[src/rtl/tpu_seq.sv]
// tpu_seq: compute sequencer for the systolic array and its A/B staging memories.
// After a start request it optionally clears the accumulator rows, then enables
// the array for the 3*DIM-2 cycles a DIM x DIM multiply needs, and ends with a
// one-cycle done pulse. hold freezes the sequence without losing any enabled cycle.
module tpu_seq #(
  parameter int DIM = 8,
  parameter int CW  = $clog2(3*DIM),
  parameter int RW  = $clog2(DIM)
) (
  input  logic          clk,
  input  logic          rst_n,
  input  logic          start,
  input  logic          acc,
  input  logic          hold,
  output logic          busy,
  output logic          done,
  output logic          mem_en,
  output logic          sa_wren,
  output logic [RW-1:0] crow
);

  typedef enum logic [1:0] {
    IDLE  = 2'd0,
    CLEAR = 2'd1,
    RUN   = 2'd2,
    DONE  = 2'd3
  } state_t;

  localparam logic [CW-1:0] CNT_LAST = CW'(3*DIM-3);
  localparam logic [RW-1:0] ROW_LAST = RW'(DIM-1);

  state_t        state_q, state_d;
  logic [CW-1:0] cnt_q, cnt_d;
  logic [RW-1:0] crow_q, crow_d;
  logic          busy_q, busy_d;
  logic          done_q, done_d;
  logic          mem_en_q, mem_en_d;
  logic          sa_wren_q, sa_wren_d;
  logic          advance;

  // Only a cycle that really wrote a row or enabled the array moves the sequence on
  always_comb begin
    advance = mem_en_q | sa_wren_q;
  end

  // State, position and registered output flops
  always_ff @(posedge clk or negedge rst_n) begin
    if (!rst_n) begin
      state_q   <= IDLE;
      cnt_q     <= '0;
      crow_q    <= '0;
      busy_q    <= 1'b0;
      done_q    <= 1'b0;
      mem_en_q  <= 1'b0;
      sa_wren_q <= 1'b0;
    end else begin
      state_q   <= state_d;
      cnt_q     <= cnt_d;
      crow_q    <= crow_d;
      busy_q    <= busy_d;
      done_q    <= done_d;
      mem_en_q  <= mem_en_d;
      sa_wren_q <= sa_wren_d;
    end
  end

  // Next state, cycle counter and row index; steps only after an enabled cycle
  always_comb begin
    state_d = state_q;
    cnt_d   = cnt_q;
    crow_d  = crow_q;
    case (state_q)
      IDLE: begin
        if (start && !hold) begin
          state_d = acc ? RUN : CLEAR;
          cnt_d   = '0;
          crow_d  = '0;
        end
      end
      CLEAR: begin
        if (advance) begin
          if (crow_q == ROW_LAST) begin
            state_d = RUN;
            cnt_d   = '0;
            crow_d  = '0;
          end else begin
            crow_d = crow_q + RW'(1);
          end
        end
      end
      RUN: begin
        if (advance) begin
          if (cnt_q == CNT_LAST) begin
            state_d = DONE;
            cnt_d   = '0;
          end else begin
            cnt_d = cnt_q + CW'(1);
          end
        end
      end
      DONE: begin
        state_d = IDLE;
      end
      default: begin
        state_d = IDLE;
      end
    endcase
  end

  // Output decode of the next state; hold sampled now gates the coming cycle's enables
  always_comb begin
    busy_d    = (state_d != IDLE);
    done_d    = (state_d == DONE);
    sa_wren_d = (state_d == CLEAR) && !hold;
    mem_en_d  = (state_d == RUN) && !hold;
  end

  assign busy    = busy_q;
  assign done    = done_q;
  assign mem_en  = mem_en_q;
  assign sa_wren = sa_wren_q;
  assign crow    = crow_q;

endmodule

[config.mk]
export PLATFORM = sky130hd
export DESIGN_NAME = tpu_seq
export DESIGN_NICKNAME = d
export VERILOG_FILES = /design/src/rtl/tpu_seq.sv
export SDC_FILE = /design/constraint.sdc
export NUM_CORES = 1
export LEC_CHECK = 0
export BUFFER_PORTS_ARGS = -buffer_cell sky130_fd_sc_hd__buf_2
export CAP_MARGIN = 20
export CORE_MARGIN = 2
export CORE_UTILIZATION = 45
export DETAILED_ROUTE_END_ITERATION = 7
export GPL_TIMING_DRIVEN = 0
export PLACE_DENSITY = 0.68
export SYNTH_ARGS = -nofsm -noshare
export SYNTH_HDL_FRONTEND = slang
export SYNTH_SLANG_ARGS = --single-unit
[constraint.sdc]
create_clock -name clk -period 2.45 [get_ports clk]
set_clock_uncertainty 0.2 [all_clocks]
set_input_delay 0.245 -clock clk [delete_from_list [all_inputs] [get_ports clk]]
set_output_delay 0.245 -clock clk [all_outputs]
set_load 0.1 [all_outputs]
# After elaboration in Yosys (flattened, before gate mapping)

Cells that the tools add are included.
Widths: inputs -> output; s select.

Register bits after elaboration: 14
Input bits: 5
Output and inout bits: 7
Word-level logic and storage cells: 49

Add/sub/neg operators: 2
Equal/unequal tests: 12
Mux-type cells: 17
Bitwise operators: 1
Reduce and logical (&&, ||, !) cells: 10

Operators by type and width:

| cell                | number |
|---|---|
| $mux 5              | 5 |
| $pmux 5 s3          | 1 |
| $mux 2              | 6 |
| $mux 3              | 3 |
| $eq 2x2->1 const B  | 4 |
| $ne 2x2->1 const B  | 4 |
| $pmux 2 s4          | 1 |
| $pmux 3 s2          | 1 |
| $add 5x1->5 const B | 1 |
| $eq 5x5->1 const B  | 1 |
| $reduce_and 5->1    | 1 |
| $eq 2x1->1 const B  | 2 |
| $reduce_bool 2->1   | 2 |
| $add 3x1->3 const B | 1 |
| $eq 3x3->1 const B  | 1 |
| $logic_and 1x1->1   | 3 |
| $reduce_and 3->1    | 1 |
| $reduce_bool 3->1   | 1 |
| $logic_not 2->1     | 1 |
| $logic_not 1->1     | 1 |
| $or 1x1->1          | 1 |

# Longest topological paths before layout

Gate-level depths: netlist (run 1).

Depth in word-level cells: 6
Depth in mapped cells: 7
Gate-level depth less buffers: 7

# Worst setup path after synthesis (run 1)

OpenSTA, ideal clock, no wires.

Kind: flip-flop to flip-flop
Start point: reg crow_q[0], in the netlist crow[0]
End point: reg cnt_q[2]
Library setup time: 0.124 ns
Arrival time: 2.095 ns
Data required time: 2.126 ns
Setup slack: 0.031 ns
Cell stages (with the launch flop): 7
Buffers on the path: 0
Period minus slack after synthesis: 2.419 ns
Cells stage by stage: dfrtp_1 > ha_1 > ha_1 > and3b_1 > o21ai_0 > and2_4 > a211o_1

Word-level cells in the longest chain between the ends: 3

RTL lines:

| element                    | line | text |
|---|---|---|
| start: declaration         | 34   | `logic [RW-1:0] crow_q, crow_d;` |
| start signal: assignment   | 59   | `crow_q <= crow_d;` |
| $eq 3x3->1                 | 82   | `if (crow_q == ROW_LAST) begin` |
| $ne 2x2->1 (no line)       | --   |  |
| $reduce_and 5->1 (no line) | --   |  |
| end signal: assignment     | 58   | `cnt_q <= cnt_d;` |
| end: declaration           | 33   | `logic [CW-1:0] cnt_q, cnt_d;` |

Every way passes these cells.
A chain may end at the register's enable or synchronous reset.

# Final worst setup path (run 1)

Start point: reg crow_q[0], in the netlist crow[0]
End point: reg cnt_q[0]

The elaborated chain is that of the path after synthesis.

==> qor.csv, run 1 <==
stage,metric,value,unit
timing,"Hold Vio Cnt, Final",0,
timing,Max-slew headroom,0.6762,
global_routing,first-pass GRT wire length,2311,um
place,dpl hpwl,995.1,um
power,Reg power frac,0.384,
global_routing,Global Route met1 Usage,0.2124,
synthesis,"Net Count, Synth",76,
timing,fin crit share,0.7928,
power,"Power, Total",0.9231,mW
floorplanning,row count,14,
power,Worst VDD drop,0.5947,mV
floorplanning,core area,1489,um^2
power,leakage,0.4262,nW
route,DR vias,552,
worst_setup_path,Reg2Reg Launch Point,crow[0],
power,Clock Power Share,0.178,
global_routing,remaining global-route overflow,0,
synthesis,Yosys cell types,24,
synthesis,Post-Syn Area,708.2,um^2
synthesis,Synth area leader,dfrtp_1,
global_routing,GRT Total Usage,0.1641,
clock_network,"CTS clk-pin slew, worst paths",0.08,ns
global_routing,number of global-route vias before repair,576,
route,initial DRC count,3,
worst_setup_path,critical path's slowest cell,dfrtp_1,
layout,register area,350.3,um^2
layout,"commonest non-fill, non-tap cell in the layout",dfrtp_1,
min_path,HP Start,acc,
clock_network,total CTS buffers,3,
route,wire per inst,13.06,um
clock_network,Worst-Skew Late Latency,0.27,ns
power,Internal,0.5305,mW
layout,share of cells above drive strength 1,0.2381,
global_routing,Global Route met3 Usage,0.02500,
route,Post-DRT Antenna Nets,0,
flow_run,Max-Cap Viols,0,
route,final WL,1306,um
timing,Max Freq,514.8,MHz
worst_setup_path,worst path bufs/invs,0,
worst_setup_path,cell chain of the critical path,"ha_1, ha_1, and3b_1, o21ai_0, and2_4, mux2_2",
route,DRC,0,
synthesis,cell count after synthesis,67,
clock_network,CTS max path bufs,2,
worst_setup_path,Critical Path AT,1.96,ns
worst_setup_path,Top delay family on crit path,adder cells,
floorplanning,Die H,43.67,um
global_routing,largest net degree at the start of global routing,15,
floorplanning,Die Wd,43.67,um
synthesis,area fraction of the dominant cell type after synthesis,0.4947,
synthesis,Synth area leaders,"dfrtp_1 (49%), ha_1 (7.1%), nor3b_1 (4.2%)",
layout,most frequent cells in the layout,"dfrtp_1 (14), buf_2 (11), nor2_1 (5), nand2_1 (5)",
synthesis,sequential fraction of the synthesis area,0.4947,
floorplanning,die area,1907,um^2
place,RePlAce Congestion,0.8275,
power,switching share of power,0.4253,
global_routing,initial antenna violation count,0,
clock_network,H-tree Lvls,1,
place,Port Buf Inserts,11,
power,NetSw,0.3926,mW
global_routing,met2 track utilization from global routing,0.2706,
layout,Filler cells,136,
layout,area occupied by multi-input gates,346.6,um^2
layout,antenna diode count,0,
worst_setup_path,Worst R2R Path Depth,6,
synthesis,syn avg cell area,10.57,um^2
min_path,hold endpoint,busy,
place,Inst Count DP,94,
worst_setup_path,WP data required,2.47,ns
timing,setup total negative slack,0,ns
floorplanning,initial core utilization,0.4756,
clock_network,CTS tree,done,
outcome,status,completed,
worst_setup_path,CP startpoint kind,flip-flop,
floorplanning,Top Ports,12,
timing,RSZ-0062 raised after global routing,false,
worst_setup_path,CP dominant cell by count,ha_1,
power,combinational fraction of design power,0.438,
worst_setup_path,largest fanout on the critical path,4,
route,Pre-antenna DRT Iters,2,
layout,"Cell Count, Final, Fillers Out",100,
worst_setup_path,worst reg-to-reg setup slack,0.51,ns
global_routing,busiest grt layer,met2,
clock_network,CTS Sinks,14,
layout,nets,94,
synthesis,yosys warns,0,
timing,measured slew at the worst slew-check pin,0.4891,ns
power,P per Cell Area,1100,nW/um^2
timing,Setup-failing EPs final,0,
route,via/cell ratio,5.520,
min_path,hold path depth,4,
timing,min Tclk post-route,1.942,ns
worst_setup_path,CP Class,reg2reg,
synthesis,Synth Register Bits,14,
worst_setup_path,crit-path max cell delay,0.42,ns
worst_setup_path,Crit. End Element,flip-flop,
layout,Syn-to-layout area delta,18.55,%
worst_setup_path,R2R Path End,cnt_q[0],
clock_network,Clock Tree Root,clkbuf_4,
timing,max-slew violations,0,
min_path,Hold WC Path Type,in2reg,
-- metal layers --
| layer | routed length, um | vias to the layer above | share of wire |
|---|---|---|---|
| met5 | 0 | - | 0 |
| met4 | 0 | 0 | 0 |
| met3 | 29 | 0 | 0.022 |
| met2 | 648 | 6 | 0.50 |
| met1 | 627 | 265 | 0.48 |
| li1 | - | 281 | - |
-- cell families after synthesis --
group | synth area share
AND/OR/NAND/NOR | 0.2739
flip-flops | 0.4947
AO/OA/AOI/OAI | 0.1290
adder cells (fa/ha/maj) | 0.07067
buffers and inverters | 0.01590
multiplexers | 0.01590
-- worst max path at each step --
stage,cells after the start,slack (ns),startpoint,endpoint
after floorplan,6,0.03,crow[0],cnt_q[2]
after global placement,6,0.55,crow[0],cnt_q[0]
after detailed placement,6,0.53,crow[0],cnt_q[0]
after CTS,6,0.51,crow[0],cnt_q[0]
after global routing,6,0.40,crow[0],cnt_q[0]
final,6,0.51,crow[0],cnt_q[0]
-- registers in the layout (all words and copies together) (netlist names) --
| register | count |
|---|---|
| crow | 3 |
| sa_wren | 1 |
| state_q | 2 |
| busy | 1 |
| cnt_q | 5 |
| done | 1 |
| mem_en | 1 |
-- what timing repair did --
action	in CTS	in global routing
setup buffers	0	0
resized for setup	0	0
hold endpoints to repair	16	0
hold buffers	2	0
-- power by group through the flow --
stage	logic [mW]	registers (mW)	clock network [mW]
floorplan	0.228	0.456	0
CTS	0.409	0.354	0.174
global route	0.456	0.366	0.182
finish	0.405	0.354	0.164
global placement	0.399	0.357	0
detailed placement	0.405	0.359	0
-- final cells by class --
cell class                      count  share of cell area
Sequential cell                    14              0.4173
Tap cell                           16             0.02385
Inverter                            3             0.01341
Timing Repair Buffer               13             0.08942
Clock buffer                        4             0.04322
Multi-Input combinational cell     50              0.4128
-- cell usage after synthesis --
cell type	instances
a211o_1	2
a22o_1	3
o31ai_1	2
nand4b_1	1
dfrtp_1	14
and3_1	2
a21oi_1	2
or4b_4	1
nand3_1	4
nand2_1	5
and2b_1	1
nand2b_1	1
ha_1	4
inv_1	3
and3b_1	2
nor3b_1	4
and2_4	1
or2_2	1
o21a_1	1
mux2_2	1
nor3_1	3
o21ai_0	3
nor2_1	5
nor3_2	1
-- worst register-to-register path: stages (launching register included) --
cell     delay, ns
dfrtp_1       0.42
ha_1          0.21
ha_1          0.22
and3b_1       0.19
o21ai_0       0.28
and2_4        0.23
mux2_2        0.14
-- per-stage QoR --
step,setup WS [ns],hold slack (ns),util,area [um^2]
2_1_floorplan,0.03085,-0.2506,-,708.2
6_report,0.5077,0.1473,0.5639,839.6
3_3_place_gp,0.5458,-0.04583,0.5261,783.3
5_1_grt,0.4012,0.1658,0.5639,839.6
3_5_place_dp,0.5287,-0.04164,0.5261,783.3
4_1_cts,0.5088,0.1432,0.5639,839.6
No activity file was read; power rests on OpenSTA's default activity.
==> inputs of run 2 (changes only) <==
Clock period 2.45 ns to 2 ns, I/O delays scaled along.
==> qor.csv, run 2 (synthesis gave the netlist of run 1 again) <==
stage,metric,value,unit,change
min_path,hold path depth,4,,unchanged
power,Worst VDD drop,0.9095,mV,+53%
global_routing,GRT Total Usage,0.1649,,+0.0008681
place,Inst Count DP,94,,unchanged
layout,final core utilization,0.5773,,+0.01345
global_routing,number of global-route vias before repair,548,,-4.9%
timing,fin crit share,0.9516,,
min_path,Hold WC Path Type,in2reg,,
layout,nets,94,,unchanged
place,dpl hpwl,959.8,um,-3.5%
worst_setup_path,Worst R2R Path Depth,6,,unchanged
timing,RSZ-0062 raised after global routing,false,,
outcome,status,completed,,
min_path,hold endpoint,busy,,
clock_network,H-tree Lvls,1,,unchanged
worst_setup_path,worst reg-to-reg setup slack,0.17,ns,-0.34 ns
layout,Final Cell Area,859.6,um^2,+2.4%
timing,hold_ws,0.1117,ns,-0.03561 ns
floorplanning,Die Wd,43.67,um,unchanged
global_routing,initial antenna violation count,0,,unchanged
worst_setup_path,worst path bufs/invs,2,,+2
power,Clock Power Share,0.173,,-0.005
layout,"Cell Count, Final, Fillers Out",100,,unchanged
worst_setup_path,Worst Setup SP,hold,,
timing,Setup-failing EPs final,0,,unchanged
timing,post-route setup slack,0.09677,ns,-0.4109 ns
route,initial DRC count,14,,+11
power,leakage,0.4192,nW,-1.6%
clock_network,CTS Sinks,14,,unchanged
min_path,HP Start,acc,,
worst_setup_path,Critical Path AT,1.87,ns,-0.09 ns
worst_setup_path,WP data required,1.96,ns,-0.51 ns
place,area of placed instances,794.5,um^2,+1.4%
route,via/cell ratio,5.620,,+1.8%
timing,"Hold Vio Cnt, Final",0,,unchanged
worst_setup_path,cell chain of the critical path,"dlygate4sd3_1, buf_2, or4b_4, and2_4, a211o_1",,
global_routing,first-pass GRT wire length,2290,um,-0.91%
timing,measured slew at the worst slew-check pin,0.4884,ns,-0.0007373 ns
place,Port Buf Inserts,11,,unchanged
worst_setup_path,CP startpoint kind,input port,,
clock_network,CTS tree,done,,
worst_setup_path,Crit. End Element,flip-flop,,
floorplanning,core area,1489,um^2,unchanged
layout,max FFs per register,5,,unchanged
global_routing,largest net degree at the start of global routing,15,,unchanged
clock_network,Worst-Skew Late Latency,0.27,ns,about the same
global_routing,remaining global-route overflow,0,,unchanged
route,DRC,0,,unchanged
place,Setup WS pre-CTS,0.1049,ns,-0.4238 ns
place,RePlAce Congestion,0.7712,,-6.8%
clock_network,total CTS buffers,3,,unchanged
worst_setup_path,CP Class,in2reg,,
worst_setup_path,largest fanout on the critical path,5,,+1
timing,min Tclk post-route,1.903,ns,
worst_setup_path,R2R Path End,cnt_q[0],,
layout,"commonest non-fill, non-tap cell in the layout",buf_2,,
layout,most frequent cells in the layout,"buf_2 (11), dfrtp_1 (9), nor2_1 (5), nand2_1 (5)",,
layout,share of cells above drive strength 1,0.3214,,+0.08333
timing,Max-slew headroom,0.6767,,about the same
power,NetSw,0.4827,mW,+23%
floorplanning,row count,14,,unchanged
power,combinational fraction of design power,0.444,,+0.006
floorplanning,die area,1907,um^2,unchanged
route,final WL,1294,um,-0.92%
timing,Max Freq,525.4,MHz,
layout,Filler cells,129,,-5.1%
timing,setup total negative slack,0,ns,unchanged
worst_setup_path,crit-path max cell delay,0.54,ns,+0.12 ns
power,switching share of power,0.4243,,-0.001055
layout,antenna diode count,0,,unchanged
worst_setup_path,critical path's slowest cell,dlygate4sd3_1,,
route,DR vias,562,,+1.8%
power,Reg power frac,0.382,,-0.002
clock_network,CTS max path bufs,2,,unchanged
flow_run,Max-Cap Viols,0,,unchanged
power,"Power, Total",1.138,mW,+23%
layout,area occupied by multi-input gates,355.3,um^2,+2.5%
power,Internal,0.6550,mW,+23%
floorplanning,Die H,43.67,um,unchanged
layout,most flop-heavy register,cnt_q,,
layout,register area,361.6,um^2,+3.2%
floorplanning,Top Ports,12,,unchanged
worst_setup_path,Top delay family on crit path,simple AND/OR/NAND/NOR gates,,
worst_setup_path,Reg2Reg Launch Point,crow[0],,
route,Post-DRT Antenna Nets,0,,unchanged
route,Pre-antenna DRT Iters,4,,+2
route,wire per inst,12.94,um,-0.92%
timing,max-slew violations,0,,unchanged
floorplanning,initial core utilization,0.4756,,unchanged
clock_network,"CTS clk-pin slew, worst paths",0.08,ns,about the same
clock_network,Clock Tree Root,clkbuf_4,,
layout,Syn-to-layout area delta,21.38,%,
power,P per Cell Area,1324,nW/um^2,+20%
run 2: layout make-up:
cell class,count,area share
repair buffers,13,0.08734
inverters,3,0.01310
multi-input cells,50,0.4134
flip-flops and latches,14,0.4207
well taps,16,0.02329
clock buffers,4,0.04221
run 2: how the worst max path moves through the flow:
stage | cells after the start | end | slack [ns]
after floorplan | 6 | cnt_q[2] | 0.02
after CTS | 6 | cnt_q[0] | 0.09
after global routing | 7 | sa_wren | 0.01
final | 5 | cnt_q[4] | 0.1
after global placement | 6 | cnt_q[0] | 0.12
after detailed placement | 6 | cnt_q[0] | 0.10
run 2: power by group through the flow:
stage	Combinational, mW	Clock (mW)	Sequential, mW
after floorplan	0.280	0	0.562
after global placement	0.491	0	0.439
after detailed placement	0.495	0	0.440
after CTS	0.501	0.204	0.434
after global routing	0.555	0.211	0.450
final	0.505	0.197	0.435
run 2: worst reg2reg max path, delay by kind of cell (launching register included):
family                   cells  cell delay [ns]
flip-flops                   1             0.50
adder cells (fa/ha/maj)      2             0.43
AND/OR/NAND/NOR              2             0.38
AO/OA/AOI/OAI                1             0.15
multiplexers                 1             0.14
run 2: timing repair:
| item | in CTS | in global routing |
|---|---|---|
| setup endpoints to repair | 0 | 5 |
| gates resized for setup | 0 | 2 |
| setup buffers | 0 | 0 |
| hold buffers | 2 | 0 |
| hold endpoints to repair | 16 | 0 |
run 2: routing by layer:
metal	GRT usage	wire, um	vias to the layer above
li1	-	-	281
met1	0.2124	611	268
met4	0.09091	24	0
met5	0	0	-
met3	0.02500	31	4
met2	0.2647	628	9
==> inputs of run 3 (changes only) <==
Settings changed: ABC_AREA from default to 1, CORE_ASPECT_RATIO from default to 1.4, CTS_CLUSTER_DIAMETER from default to 120, PLACE_DENSITY 0.68 to 0.67.
==> qor.csv, run 3 <==
stage,metric,value,unit,change
synthesis,Synth area leader,dfrtp_1,,
global_routing,first-pass GRT wire length,2649,um,+16%
route,final WL,1592,um,+23%
timing,measured slew at the worst slew-check pin,0.4903,ns,+0.001974 ns
global_routing,number of global-route vias before repair,657,,+20%
timing,RSZ-0062 raised after global routing,false,,
global_routing,remaining global-route overflow,0,,unchanged
layout,antenna diode count,0,,unchanged
clock_network,Worst-Skew Late Latency,0.28,ns,about the same
clock_network,total CTS buffers,3,,unchanged
timing,Max Freq,588.1,MHz,+12%
synthesis,Post-Syn Area,838.3,um^2,+18%
timing,fin crit share,0.8502,,-0.1014
clock_network,CTS tree,done,,
clock_network,Clock Tree Root,clkbuf_4,,
power,P per Cell Area,1327,nW/um^2,+0.26%
place,dpl hpwl,1278,um,+33%
worst_setup_path,Critical Path AT,1.67,ns,-0.20 ns
route,via/cell ratio,5.095,,-9.3%
worst_setup_path,Worst R2R Path Depth,10,,+4
global_routing,largest net degree at the start of global routing,15,,unchanged
floorplanning,core area,1757,um^2,+18%
worst_setup_path,Top delay family on crit path,simple AND/OR/NAND/NOR gates,,
worst_setup_path,crit-path max cell delay,0.43,ns,-0.11 ns
power,"Power, Total",1.283,mW,+13%
worst_setup_path,WP depth,10,,+5
worst_setup_path,worst path bufs/invs,2,,unchanged
synthesis,Main synth FF type,dfrtp_1,,
clock_network,CTS Sinks,14,,unchanged
global_routing,GRT Total Usage,0.1818,,+0.01689
worst_setup_path,CP Class,reg2reg,,
layout,nets,138,,+47%
synthesis,area fraction of the dominant cell type after synthesis,0.4179,,-0.07679
layout,area occupied by multi-input gates,422.9,um^2,+19%
timing,max-slew violations,0,,unchanged
clock_network,H-tree Lvls,1,,unchanged
floorplanning,Die H,55.07,um,+26%
global_routing,Global Route met3 Usage,0.03600,,+0.01100
worst_setup_path,CP startpoint kind,flip-flop,,
global_routing,Global Route met1 Usage,0.1811,,-0.03124
flow_run,Max-Cap Viols,0,,unchanged
place,Inst Count DP,143,,+52%
layout,share of cells above drive strength 1,0.2500,,-0.07143
place,RePlAce Congestion,0.7557,,-2.0%
synthesis,most frequent cell after synthesis,nand2_1,,
route,initial DRC count,9,,-5
timing,Setup-failing EPs final,0,,unchanged
layout,Syn-to-layout area delta,15.37,%,
synthesis,yosys warns,0,,unchanged
route,DRC,0,,unchanged
outcome,status,completed,,
timing,"Hold Vio Cnt, Final",0,,unchanged
global_routing,initial antenna violation count,0,,unchanged
worst_setup_path,Worst Setup SP,crow[0],,
synthesis,Synth Register Bits,14,,unchanged
synthesis,Yosys cell types,18,,-25%
synthesis,commonest cells in the netlist,"nand2_1 (37), dfrtp_1 (14), inv_1 (13), nand3_1 (13), nor2_1 (10)",,
clock_network,"CTS clk-pin slew, worst paths",0.09,ns,about the same
route,wire per inst,10.76,um,-17%
route,DR vias,754,,+34%
layout,most flop-heavy register,cnt_q,,
floorplanning,row count,18,,+4
worst_setup_path,CP dominant cell by count,nand2_1,,
worst_setup_path,critical path's slowest cell,dfrtp_2,,
layout,"commonest non-fill, non-tap cell in the layout",nand2_1,,
synthesis,Synth area leaders,"dfrtp_1 (42%), nand2_1 (17%), nand3_1 (7.8%)",,
timing,min Tclk post-route,1.700,ns,-0.2028 ns
floorplanning,initial core utilization,0.4772,,+0.001578
synthesis,sequential fraction of the synthesis area,0.4179,,-0.07679
timing,Max-slew headroom,0.6754,,-0.001307
layout,max FFs per register,5,,unchanged
floorplanning,Die Wd,40.48,um,-7.3%
layout,Filler cells,174,,+35%
global_routing,busiest grt layer,met2,,
min_path,hold path depth,4,,unchanged
power,leakage,0.5515,nW,+32%
global_routing,met2 track utilization from global routing,0.3333,,+0.06863
worst_setup_path,cell chain of the critical path,"ha_1, ha_1, inv_1, nand2_1, nand2_1, nand2_1, nand3_4, inv_2, nand2_1, nand2_1",,
worst_setup_path,largest fanout on the critical path,6,,+1
timing,setup total negative slack,0,ns,unchanged
route,Pre-antenna DRT Iters,4,,unchanged
worst_setup_path,Crit. End Element,flip-flop,,
min_path,HP Start,hold,,
layout,register area,352.8,um^2,-2.4%
synthesis,cell count after synthesis,112,,+67%
layout,"Cell Count, Final, Fillers Out",148,,+48%
power,Worst VDD drop,0.8030,mV,-12%
place,Port Buf Inserts,11,,unchanged
synthesis,"EDFF count, synth",0,,unchanged
route,Post-DRT Antenna Nets,0,,unchanged
synthesis,syn avg cell area,7.485,um^2,-29%
worst_setup_path,Reg2Reg Launch Point,crow[0],,
synthesis,"Net Count, Synth",121,,+59%
clock_network,CTS max path bufs,2,,unchanged
min_path,Hold WC Path Type,in2reg,,
floorplanning,Top Ports,12,,unchanged
layout,most frequent cells in the layout,"nand2_1 (37), inv_1 (13), nand3_1 (13)",,
floorplanning,die area,2229,um^2,+17%
worst_setup_path,WP data required,1.97,ns,about the same
clock_network,Post-CTS Setup Bufs,0,,unchanged
synthesis,post-synthesis async set-or-reset flop share,1.000,,unchanged
timing,hold_ws,0.008661,ns,-0.1030 ns
## run 3: final cells by class
class,instances,share of cell area
Buffer,1,0.005175
Sequential cell,14,0.3648
Clock buffer,4,0.03752
Inverter,16,0.06210
Tap cell,20,0.02587
Multi-Input combinational cell,81,0.4373
Timing Repair Buffer,12,0.06727
## run 3: layer usage
metal / routed length, um / share of wire
met5: 0 / 0
met4: 39 / 0.024
met3: 45 / 0.028
met2: 901 / 0.57
met1: 605 / 0.38
## run 3: kinds of logic after synthesis
| logic type | synth area share |
|---|---|
| and+or+nand+nor | 0.4299 |
| buffers and inverters | 0.07761 |
| DFF | 0.4179 |
| adders and majority gates | 0.05970 |
| AOI/OAI and AO/OA | 0.01492 |
## run 3: report_power, final
| part | total, mW | internal [mW] | leakage (nW) | switching (mW) |
|---|---|---|---|---|
| clock network | 0.205 | 0.111 | 0.0210 | 0.0938 |
| logic | 0.660 | 0.157 | 0.347 | 0.503 |
| registers | 0.419 | 0.351 | 0.183 | 0.0680 |
| total | 1.28 | 0.618 | 0.552 | 0.665 |
## run 3: per-stage QoR
step	cell area, um^2	util	setup slack, ns
floorplan	840.8	-	0.002944
global placement	920.9	0.5242	0.3286
detailed placement	920.9	0.5242	0.3218
CTS	967.2	0.5506	0.2913
global route	967.2	0.5506	0.2138
finish	967.2	0.5506	0.2996
## run 3: worst paths after layout
| kind | to | slack, ns |
|---|---|---|
| worst max register to register | cnt_q[4] | 0.30 |
| worst max-delay path | cnt_q[4] | 0.30 |
| worst min register to register | crow[1] | 0.33 |
| max in group asynchronous | crow[0] | 1.22 |
| worst min-delay path | mem_en | 0.009 |
| min in group asynchronous | cnt_q[0] | 0.13 |
## run 3: worst register-to-register path: stages (launching register included)
cell and delay [ns]:
dfrtp_2 0.43, ha_1 0.21, ha_1 0.19, inv_1 0.05, nand2_1 0.08, nand2_1 0.07
nand2_1 0.08, nand3_4 0.10, inv_2 0.07, nand2_1 0.06, nand2_1 0.05
## run 3: timing repair
action / 4_1_cts / 5_1_grt
endpoints found under the setup margin: 0 / 0
gates resized for setup: 0 / 0
endpoints found under the hold margin: 14 / 0
hold buffers: 1 / 0
